<file path="config.mk">
export PLATFORM = sky130hd
export DESIGN_NAME = cam_fifo_writer
export DESIGN_NICKNAME = d
export VERILOG_FILES = /design/src/rtl/cam_fifo_writer.sv
export SDC_FILE = /design/constraint.sdc
export NUM_CORES = 1
export LEC_CHECK = 0
export CAP_MARGIN = 10
export CORE_MARGIN = 3
export CORE_UTILIZATION = 41
export CTS_BUF_LIST = sky130_fd_sc_hd__clkbuf_4
export DETAILED_ROUTE_END_ITERATION = 6
export SYNTH_ARGS = -nofsm -noshare
export SYNTH_HDL_FRONTEND = slang
export SYNTH_SLANG_ARGS = --single-unit
</file>
<file path="constraint.sdc">
create_clock -name clk -period 2.3 [get_ports clk]
set_input_delay 0.575 -clock clk [delete_from_list [all_inputs] [get_ports clk]]
set_output_delay 0.575 -clock clk [all_outputs]
set_load 0.02 [all_outputs]
</file>
<file path="src/rtl/cam_fifo_writer.sv">
// Camera byte-serial RGB444 capture: pairs bytes into 12-bit pixels and writes them to a standard FIFO.
// Optional CAM_FRAME_SKIP_EN: alternate frames are parsed but not written, halving the output frame rate.
module cam_fifo_writer #(
  parameter int H_PIXELS = 640,
  parameter int V_LINES  = 480
) (
  input  logic        clk,
  input  logic        rst,
  input  logic        cam_vsync,
  input  logic        cam_href,
  input  logic [7:0]  cam_data,
  input  logic        fifo_full,
  output logic [11:0] fifo_din,
  output logic        fifo_wr_en,
  output logic        frame_done,
  output logic        overflow,
  output logic        line_err,
  input  logic        err_clr
);

  localparam logic [10:0] H_PIX_W  = 11'(H_PIXELS);
  localparam logic [9:0]  V_LINE_W = 10'(V_LINES);

  typedef enum logic [1:0] {WAIT_FRAME, ACTIVE, END_FRAME} state_t;

  state_t      state, state_nxt;
  logic        vsync_d, href_d;
  logic        phase;
  logic [10:0] pix_cnt;
  logic [9:0]  line_cnt;
  logic [3:0]  r_nib;

  logic vsync_rise, vsync_fall, href_fall;
  logic byte_ok, pix_wr, line_end, short_line, frame_err, write_ok, do_write, drop;

  function automatic logic [10:0] sat_inc11(input logic [10:0] v);
    return (v == 11'h7FF) ? v : v + 11'd1;
  endfunction

  function automatic logic [9:0] sat_inc10(input logic [9:0] v);
    return (v == 10'h3FF) ? v : v + 10'd1;
  endfunction

  assign vsync_rise = ~vsync_d & cam_vsync;
  assign vsync_fall = vsync_d & ~cam_vsync;
  assign href_fall  = href_d & ~cam_href;

  // A vsync rise takes priority over a byte in the same cycle; a line still open at that point is closed as a partial line.
  assign byte_ok    = (state == ACTIVE) & cam_href & ~vsync_rise;
  assign pix_wr     = byte_ok & phase;
  assign line_end   = (state == ACTIVE) & (href_fall | (vsync_rise & (cam_href | href_d)));
  assign short_line = line_end & ((pix_cnt != H_PIX_W) | phase);
  assign frame_err  = (state == END_FRAME) & (line_cnt != V_LINE_W);
  assign do_write   = pix_wr & ~fifo_full & write_ok;
  assign drop       = pix_wr & fifo_full & write_ok;

`ifdef CAM_FRAME_SKIP_EN
  logic frame_odd, skip_frame;

  always_ff @(posedge clk or posedge rst) begin
    if (rst) begin
      frame_odd  <= 1'b0;
      skip_frame <= 1'b0;
    end else if ((state == WAIT_FRAME) && vsync_fall) begin
      skip_frame <= frame_odd;
      frame_odd  <= ~frame_odd;
    end
  end

  assign write_ok = ~skip_frame;
`else
  assign write_ok = 1'b1;
`endif

  always_comb begin
    state_nxt  = state;
    frame_done = 1'b0;
    case (state)
      WAIT_FRAME: if (vsync_fall) state_nxt = ACTIVE;
      ACTIVE:     if (vsync_rise) state_nxt = END_FRAME;
      END_FRAME: begin
        frame_done = 1'b1;
        state_nxt  = WAIT_FRAME;
      end
      default:    state_nxt = WAIT_FRAME;
    endcase
  end

  always_ff @(posedge clk or posedge rst) begin
    if (rst) begin
      state    <= WAIT_FRAME;
      vsync_d  <= 1'b0;
      href_d   <= 1'b0;
      phase    <= 1'b0;
      pix_cnt  <= '0;
      line_cnt <= '0;
    end else begin
      state   <= state_nxt;
      vsync_d <= cam_vsync;
      href_d  <= cam_href;
      if ((state != ACTIVE) || line_end) begin
        phase   <= 1'b0;
        pix_cnt <= '0;
      end else if (byte_ok) begin
        phase <= ~phase;
        if (phase) pix_cnt <= sat_inc11(pix_cnt);
      end
      if ((state == WAIT_FRAME) && vsync_fall) line_cnt <= '0;
      else if (line_end)                       line_cnt <= sat_inc10(line_cnt);
    end
  end

  // Red nibble holding register: pure data, needs no reset.
  always_ff @(posedge clk) begin
    if (byte_ok && !phase) r_nib <= cam_data[3:0];
  end

  // Output stage: registered write strobe and pixel word, sticky error flags (set beats clear).
  always_ff @(posedge clk or posedge rst) begin
    if (rst) begin
      fifo_wr_en <= 1'b0;
      fifo_din   <= '0;
      overflow   <= 1'b0;
      line_err   <= 1'b0;
    end else begin
      fifo_wr_en <= do_write;
      if (do_write) fifo_din <= {r_nib, cam_data};
      if (drop)         overflow <= 1'b1;
      else if (err_clr) overflow <= 1'b0;
      if (short_line || frame_err) line_err <= 1'b1;
      else if (err_clr)            line_err <= 1'b0;
    end
  end

endmodule

</file>
==> reports/metrics.yaml <==
synthesis:
  synth_top_area_cell: "dfrtp_1"
  ys_ff_latch: 45
  synth-warning-count: 0
  synth-main-ff-cell: "dfrtp_1"
  muxShareOfSynthArea_pct: 9.62
  synth-adder-area-share_pct: 2.35
  synth_nets: 214
  synth.most_common_cell: "dfrtp_1"
  synth-simple-area-share_pct: 20.4
  synth_top_family_by_area: "simple AND/OR/NAND/NOR gates"
  seq_area_frac_synth_pct: 53.8
  synth_xor_area_share_pct: 0
  syn_area_mm2: 0.00213
  synth_edf_count: 4
  async_flop_share_pct: 91.1
  ys_types: 41
  yosysTopAreaCellShare_pct: 48.1
  synthCells: 196
  ys_top_cells_by_area: "dfrtp_1, mux2_2, edfxtp_1"
  synthTopCellsByCount: "dfrtp_1, nand2_1, inv_1, mux2_2, a21oi_1"
  avgSynthCellArea_um2: 10.9
  synth_compound_area_share_pct: 10.7
clock_network:
  cts_hold_buf: 0
  cts_sinks: 45
  ctsLongestPathBuffers: 2
  h-tree-depth: 2
  cts_tree: "yes"
  clk_pin_slew_ps: 140
  numCtsBuffers: 5
  cts-root-buf: "clkbuf_4"
  clk_latency_ps: 360
sta:
  fmaxAchievable_mhz: 464
  max_slew_margin_pct: 66.2
  skew_ps: 4.24
  post-route-period-util_pct: 93.7
  rsz0062_at_grt: "false"
  worst_slew_pin_slew_ps: 507
  setup_violations: 0
  hold_viol: 0
  min_period_ps: 2150
  final_max_slew_viol_count: 0
placement:
  gp_congestion: 0.857
  place_area_mm2: 0.00260
  dpl.hpwl_mm: 3.38
  dp.cells: 302
  io_buffers: 29
hold_path:
  hp-class: "reg -> reg"
run_status:
  status: "completed"
floorplanning:
  core_mm2: 0.00488
  io_pins: 30
  fp.dieH_um: 78.1
  start_util_pct: 43.7
  rows: 25
  die-area_mm2: 0.00610
  die_w_um: 78.1
drt:
  drc_errors: 0
  first_pass_iters: 4
  vias_per_cell: 5.39
  vias: 1670
  routedWlPerCell_um: 14.5
  drtIter0Drc: 99
  drt_wl_total_mm: 4.49
  m1WireLength_mm: 2.06
  ant_nets: 0
  wl_met3_um: 185
  wl_met2_mm: 2.19
  dr.max_layer_used: "met4"
power_and_ir_drop:
  peakVddDrop_mv: 0.266
  p_per_area_mw_per_mm2: 684
  p_leak_uw: 0.00110
cells_and_area:
  areaGrowthSynthToFinish_pct: 24.8
  final_area_mm2: 0.00266
  finalNetCount: 260
  n_antenna_cell: 0
  drive_gt1_share_pct: 14.8
  instances_no_fill: 310
worst_setup_path:
  start_kind: "input port"
  crit_required_ps: 2590
  worst-path-max-fanout: 5
  worstPathArrival_ps: 2450
  cp-end-kind: "register"
  path_class: "in -> reg"
grt:
  grtUsageTotal_pct: 16.0
  grt_pass1_vias: 1652
  overflow: 0
  antenna_found_initial: 0
  grt_pass1_wl_mm: 7.74
  grt_max_degree: 42
run:
  max_cap_viol_count: 0
placed cells by master (no fill, tap or decap), types with 2 or more instances in the layout:
cell type,n
a21oi_1,10
and3_1,2
and4_1,2
buf_4,15
clkbuf_4,5
clkdlybuf4s50_1,28
clkinv_4,2
dfrtp_1,41
edfxtp_1,4
ha_1,4
inv_1,12
mux2_2,12
mux2i_1,7
nand2_1,15
nand2b_1,4
nand3_1,8
nand4_1,5
nor2_1,6
nor2b_1,4
nor3_1,4
nor3b_1,3
nor4_1,5
nor4b_1,2
o21a_1,2
o21ai_0,5
o311ai_0,2
o31ai_1,8
or3_1,4
or4_1,7
power by group:
group	leakage (uW)	internal [uW]	switching (uW)	total [uW]
sequential	0.000587	898	65.5	964
clock	0.0000352	122	270	391
combinational	0.000482	240	224	464
total	0.00110	1260	559	1820
metrics by stage:
stage | total power [uW] | util [%] | setup TNS (ps) | hold slack [ps] | setup WS (ps)
after floorplan | 1220 | - | 0 | 454 | 238
after global placement | 1440 | 53.2 | -1650 | 457 | -154
after detailed placement | 1450 | 53.2 | -2620 | 464 | -241
after CTS | 1850 | 54.5 | 0 | 506 | 16.6
after global routing | 1930 | 54.5 | 0 | 520 | 83.4
final | 1820 | 54.5 | 0 | 495 | 145
per-layer routing:
metal	GRT usage, %	vias to the layer above
li1	-	823
met1	19.6	802
met2	27.5	39
met3	4.36	6
met4	4.72	0
met5	0	-
worst max-delay path, stage by stage:
cell and delay (ps):
clkdlybuf4s50_1 460, nor2b_1 190, or4_1 530, or4_1 520, a21oi_1 160
state kept, by name (all words and copies together) (netlist names):
signal and count:
phase 1, fifo_wr_en 1, state 2, line_err 1
fifo_din 12, overflow 1, href_d 1, pix_cnt 11
r_nib 4, line_cnt 10, vsync_d 1
layout make-up:
class | instances | area, um2
flip-flops and latches | 45 | 1150
fillers | 455 | 2220
clock buffers | 5 | 37.5
well taps | 67 | 83.8
multi-input cells | 134 | 920
inverters | 12 | 45.0
clock inverters | 3 | 22.5
repair buffers | 44 | 405
cell families after synthesis:
family / after synthesis
DFF: 45
and+or+nand+nor: 76
muxes: 19
AOI/OAI and AO/OA: 35
buffers and inverters: 17
adders and majority gates: 4
repair_timing:
item | CTS | global route
gates resized for setup | 0 | 1
buffers inserted | 0 | 0
setup endpoints to repair | 0 | 1
path summary, 6_finish.rpt:
check / from / end / slack (ps) / depth (start not counted)
worst min register to register: r_nib[1]$_DFFE_PP_ / fifo_din[9]$_DFFE_PP0P_ / 490 / 1
max in group asynchronous: rst / line_err$_DFFE_PP0P_ / 1310 / 3
min in group asynchronous: rst / fifo_din[4]$_DFFE_PP0P_ / 650 / 3
worst max-delay path: cam_vsync / pix_cnt[6]$_DFFE_PP0P_ / 150 / 5
worst max register to register: pix_cnt[0]$_DFFE_PP0P_ / pix_cnt[6]$_DFFE_PP0P_ / 300 / 5
worst min-delay path: r_nib[1]$_DFFE_PP_ / fifo_din[9]$_DFFE_PP0P_ / 490 / 1
(Power assumes the default switching activity.)
